**src/rtl/arb_pkg.sv**
```systemverilog
// Shared types and constants for the two-port memory arbiter.
// Port indices double as bit positions in the per-port ack/err vectors.
package arb_pkg;

    typedef enum logic [1:0] {
        IDLE,
        BUSY,
        RESP
    } arb_state_t;

    localparam logic PORT_CPU = 1'b0;
    localparam logic PORT_AUX = 1'b1;

endpackage

```
**src/rtl/rr_pick2.sv**
```systemverilog
// Combinational two-way round-robin select: a lone requester always wins,
// and a tie goes to the port that was not granted last.
module rr_pick2
    import arb_pkg::*;
(
    input  logic req0,
    input  logic req1,
    input  logic last_grant,
    output logic grant_valid,
    output logic grant_idx
);

    always_comb begin
        grant_valid = req0 | req1;
        if (req0 && req1) begin
            grant_idx = ~last_grant;
        end else if (req1) begin
            grant_idx = PORT_AUX;
        end else begin
            grant_idx = PORT_CPU;
        end
    end

endmodule

```
**src/rtl/mem_port_arbiter.sv**
```systemverilog
// Shares one memory port between the CPU (port 0) and an auxiliary master
// (port 1) with round-robin arbitration and a watchdog on hung transactions.
module mem_port_arbiter
    import arb_pkg::*;
#(
    parameter int AW      = 32,
    parameter int DW      = 32,
    parameter int TIMEOUT = 255
) (
    input  logic          clk,
    input  logic          reset,
    input  logic          req0,
    input  logic          we0,
    input  logic [AW-1:0] addr0,
    input  logic [DW-1:0] wdata0,
    output logic          ack0,
    output logic          err0,
    input  logic          req1,
    input  logic          we1,
    input  logic [AW-1:0] addr1,
    input  logic [DW-1:0] wdata1,
    output logic          ack1,
    output logic          err1,
    output logic [DW-1:0] rdata,
    output logic          mem_req,
    output logic          mem_we,
    output logic [AW-1:0] mem_addr,
    output logic [DW-1:0] mem_wdata,
    input  logic [DW-1:0] mem_rdata,
    input  logic          mem_ack
);

    // Counter only needs to reach TIMEOUT-1; it wraps harmlessly when the
    // watchdog is disabled.
    localparam int            CW      = (TIMEOUT < 2) ? 1 : $clog2(TIMEOUT);
    localparam bit            WD_EN   = (TIMEOUT != 0);
    localparam logic [CW-1:0] TO_LAST = CW'(TIMEOUT - 1);

    arb_state_t    r_state;
    logic          r_last_grant;
    logic [CW-1:0] r_cnt;
    logic          r_mem_req;
    logic          r_mem_we;
    logic [AW-1:0] r_mem_addr;
    logic [DW-1:0] r_mem_wdata;
    logic [DW-1:0] r_rdata;
    logic [1:0]    r_ack;
    logic [1:0]    r_err;

    arb_state_t    w_state_nxt;
    logic          w_last_nxt;
    logic [CW-1:0] w_cnt_nxt;
    logic          w_mem_req_nxt;
    logic          w_mem_we_nxt;
    logic [AW-1:0] w_mem_addr_nxt;
    logic [DW-1:0] w_mem_wdata_nxt;
    logic [DW-1:0] w_rdata_nxt;
    logic [1:0]    w_ack_nxt;
    logic [1:0]    w_err_nxt;
    logic          w_grant_valid;
    logic          w_grant_idx;

    rr_pick2 u_pick (
        .req0        (req0),
        .req1        (req1),
        .last_grant  (r_last_grant),
        .grant_valid (w_grant_valid),
        .grant_idx   (w_grant_idx)
    );

    // r_last_grant doubles as the owner of the transaction in flight.
    always_comb begin
        // NOTE: every signal written here gets a default first, so no path
        // through the case leaves one unassigned and no latch is inferred.
        w_state_nxt     = r_state;
        w_last_nxt      = r_last_grant;
        w_cnt_nxt       = r_cnt;
        w_mem_req_nxt   = r_mem_req;
        w_mem_we_nxt    = r_mem_we;
        w_mem_addr_nxt  = r_mem_addr;
        w_mem_wdata_nxt = r_mem_wdata;
        w_rdata_nxt     = r_rdata;
        w_ack_nxt       = 2'b00;
        w_err_nxt       = 2'b00;

        unique case (r_state)
            IDLE: begin
                if (w_grant_valid) begin
                    w_state_nxt   = BUSY;
                    w_last_nxt    = w_grant_idx;
                    w_cnt_nxt     = '0;
                    w_mem_req_nxt = 1'b1;
                    if (w_grant_idx == PORT_AUX) begin
                        w_mem_we_nxt    = we1;
                        w_mem_addr_nxt  = addr1;
                        w_mem_wdata_nxt = wdata1;
                    end else begin
                        w_mem_we_nxt    = we0;
                        w_mem_addr_nxt  = addr0;
                        w_mem_wdata_nxt = wdata0;
                    end
                end
            end
            BUSY: begin
                w_cnt_nxt = r_cnt + CW'(1);
                // A completion in the same cycle as the watchdog expiry wins.
                if (mem_ack) begin
                    w_rdata_nxt             = mem_rdata;
                    w_mem_req_nxt           = 1'b0;
                    w_state_nxt             = RESP;
                    w_ack_nxt[r_last_grant] = 1'b1;
                end else if (WD_EN && (r_cnt == TO_LAST)) begin
                    w_rdata_nxt             = '0;
                    w_mem_req_nxt           = 1'b0;
                    w_state_nxt             = RESP;
                    w_ack_nxt[r_last_grant] = 1'b1;
                    w_err_nxt[r_last_grant] = 1'b1;
                end
            end
            RESP: begin
                w_state_nxt = IDLE;
            end
            default: begin
                w_state_nxt = IDLE;
            end
        endcase
    end

    always_ff @(posedge clk or negedge reset) begin
        if (!reset) begin
            r_state      <= IDLE;
            r_last_grant <= PORT_AUX;
            r_cnt        <= '0;
            r_mem_req    <= 1'b0;
            r_mem_we     <= 1'b0;
            r_mem_addr   <= '0;
            r_mem_wdata  <= '0;
            r_rdata      <= '0;
            r_ack        <= 2'b00;
            r_err        <= 2'b00;
        end else begin
            // NOTE: state registers use non-blocking assignments so every
            // flop samples the same pre-edge values regardless of order.
            r_state      <= w_state_nxt;
            r_last_grant <= w_last_nxt;
            r_cnt        <= w_cnt_nxt;
            r_mem_req    <= w_mem_req_nxt;
            r_mem_we     <= w_mem_we_nxt;
            r_mem_addr   <= w_mem_addr_nxt;
            r_mem_wdata  <= w_mem_wdata_nxt;
            r_rdata      <= w_rdata_nxt;
            r_ack        <= w_ack_nxt;
            r_err        <= w_err_nxt;
        end
    end

    assign ack0      = r_ack[PORT_CPU];
    assign ack1      = r_ack[PORT_AUX];
    assign err0      = r_err[PORT_CPU];
    assign err1      = r_err[PORT_AUX];
    assign rdata     = r_rdata;
    assign mem_req   = r_mem_req;
    assign mem_we    = r_mem_we;
    assign mem_addr  = r_mem_addr;
    assign mem_wdata = r_mem_wdata;

endmodule

```
**config.mk**
```make
export PLATFORM = sky130hd
export DESIGN_NAME = mem_port_arbiter
export DESIGN_NICKNAME = d
export VERILOG_FILES = /design/src/rtl/arb_pkg.sv /design/src/rtl/rr_pick2.sv /design/src/rtl/mem_port_arbiter.sv
export SDC_FILE = /design/constraint.sdc
export NUM_CORES = 1
export LEC_CHECK = 0
export CORE_UTILIZATION = 43
export CTS_BUF_LIST = sky130_fd_sc_hd__clkbuf_8 sky130_fd_sc_hd__clkbuf_16
export DETAILED_ROUTE_END_ITERATION = 7
export PLACE_DENSITY = 0.86
export SETUP_SLACK_MARGIN = 0.02
export SLEW_MARGIN = 20
export SYNTH_ARGS = -nofsm -noshare
export SYNTH_HDL_FRONTEND = slang
export SYNTH_HIERARCHICAL = 1
export SYNTH_SLANG_ARGS = --single-unit
```
**constraint.sdc**
```tcl
create_clock -name clk -period 2.7 [get_ports clk]
set_clock_uncertainty 0.05 [all_clocks]
set_input_delay 0.81 -clock clk [delete_from_list [all_inputs] [get_ports clk]]
set_output_delay 0.81 -clock clk [all_outputs]
set_load 0.02 [all_outputs]
```
==> out/metrics.yaml <==
status: "complete, but fails checks"
violations: "DRC"
drcViolationCount: 13
synthFlopType: "dfrtp_1"
peakVddDrop_mv: 0.506
die_area_um2: 12500
clkTransAtPathRegs_ns: 0.05
grt_max_degree: 96
tritoncts: "built"
power.density_nw_per_um2: 1150
drt_pass1_iterations: 7
place_hpwl_um: 11200
min_path_type: "in2async"
clk_latency_ns: 0.40
grt_pass1_vias: 5146
rows: 39
globalRouteTotalUtil: 0.264
top_layer: "met4"
io_pins: 269
hold_violations: 0
die_w_um: 112
nets: 923
endpoint_kind: "output pin"
gp_congestion: 0.771
path_delay_family: "buffers and inverters"
ys_types: 37
yosysSeqAreaShare: 0.546
worstPathArrival_ns: 1.43
avgSynthCellArea_um2: 10.4
cts_buffer_depth: 2
setup_tns_ns: 0
coreArea_um2: 11600
critPathMaxFanout: 3
cts-root-buf: "clkbuf_16"
vias: 4849
period_share: 0.849
cts_max_level: 4
crit_slowest_cell: "clkdlybuf4s50_1"
cts_hold_buffers: 0
crit_chain: "clkdlybuf4s50_1"
diodes: 0
yosysWarnings: 6
drtIter0Drc: 325
wl_met3_um: 1310
route.met2.wl_um: 8200
crit_path_start_kind: "flop"
worstMarginPinSlew_ns: 0.602
placedInstanceArea_um2: 7990
portBuffers: 268
vias_per_cell: 5.33
layout_common_cells: "267 x clkdlybuf4s50_1, 112 x dfrtp_1, 90 x o21ai_0, 72 x nand2_1, 66 x mux2i_1"
antenna_found_initial: 0
wl_met1_um: 5740
slowest_delay_ns: 0.63
yosysTopAreaCell: "dfrtp_1"
power.leakage_nw: 3.68
setup_viol: 0
final_common_cell: "clkdlybuf4s50_1"
synthCells: 496
synth_nets: 665
power_mw: 9.88
routedWlPerCell_um: 17.2
final_area_um2: 8620
grt_setup_unrepaired: "false"
crit_buf_inv: 1
synth_top_area_frac: 0.541
timing.slew.headroom: 0.599
grt_pass1_wl_um: 25600
maxCapViolations: 0
synth-edff-count: 0
slew_viol_final: 0
clock_sinks: 113
synth_area_leaders: "dfrtp_1 54%, mux2i_1 13%, o21ai_0 8.7%"
start_util: 0.448
drt_wl_total_um: 15600
ys_ff_latch: 113
max_freq_mhz: 436
area_delta_synth_final_pct: 66.2
postCtsSetupBuffers: 0
grt-ovfl-total: 0
fp.dieH_um: 112
cts_buffers: 17
syn_area_um2: 5180
synthArstFlopShare: 1.00
critPathKind: "reg2out"
drive_gt1_frac: 0.0626
ant_nets: 0
period_needed_ns: 2.29
crit_required_ns: 1.84
cts_resized: 0
-- registers in the layout, indices dropped and copies added (netlist names) --
signal,flops
mem_addr,32
mem_wdata,32
rdata,32
r_cnt,8
r_ack,2
r_err,2
r_state,2
mem_req,1
mem_we,1
r_last_grant,1
-- cell usage after synthesis, types with 2 or more instances --
cell      number
o21ai_1       10
buf_2         16
a21oi_1        2
mux2i_1       66
nand2_1       72
nand2b_1      35
o31ai_1        3
buf_6          3
clkbuf_2       2
o211ai_1       2
and3b_1        2
a31oi_1        2
clkbuf_1      17
o21a_1         2
a22oi_1       32
nand3_1        5
ha_1           2
nor2_1         3
dfrtp_1      112
nand4_1        2
o21ai_0       90
-- metal layers --
layer / GRT usage / vias to the layer above
met4: 0.107 / 0
met5: 0 / -
met3: 0.0849 / 35
met2: 0.471 / 222
li1: - / 2270
met1: 0.290 / 2322
-- worst paths after layout --
check	start	slack [ns]	depth (start not counted)	end
worst max-delay path	rdata[9]	0.41	1	rdata[9]
worst min-delay path	reset	0.33	1	mem_addr[0]
worst max register to register	r_cnt[0]	0.88	6	rdata[12]
worst min register to register	r_cnt[7]	0.42	1	r_cnt[7]
max in group asynchronous	reset	1.56	2	r_cnt[3]
min in group clk	r_cnt[7]	0.42	1	r_cnt[7]
-- cell families (layout without fill, tap and decap cells) --
family	Yosys count	after routing	share of synthesized area
compound gates	148	148	0.166
fa+ha+maj	2	2	0.00483
buf+inv	41	312	0.0391
flops	113	113	0.546
mux	66	66	0.127
simple gates	126	126	0.117
-- through the flow --
| stage | instances | worst slack (ns) | hold slack, ns | util |
|---|---|---|---|---|
| after global routing | 910 | 0.359 | 0.362 | 0.745 |
| after CTS | 910 | 0.381 | 0.340 | 0.745 |
| after floorplan | 496 | 0.757 | 0.399 | - |
| after detailed placement | 878 | 0.0166 | 0.420 | 0.691 |
| final | 910 | 0.408 | 0.329 | 0.745 |
| after global placement | 878 | 0.101 | 0.412 | 0.691 |
-- power by group --
part	internal, mW	total, mW	switching [mW]
clock	1.56	2.34	0.773
sequential	2.49	3.05	0.560
combinational	2.12	4.49	2.37
-- area by class of cell --
type | count | area (um2)
clock buffer | 22 | 494
clock inverter | 10 | 131
fill | 807 | 2950
inverter | 1 | 3.75
multi-input combinational | 342 | 2170
sequential | 113 | 2830
tap | 143 | 179
timing repair buffer | 279 | 2810
Power figures use the tool's default switching activity.
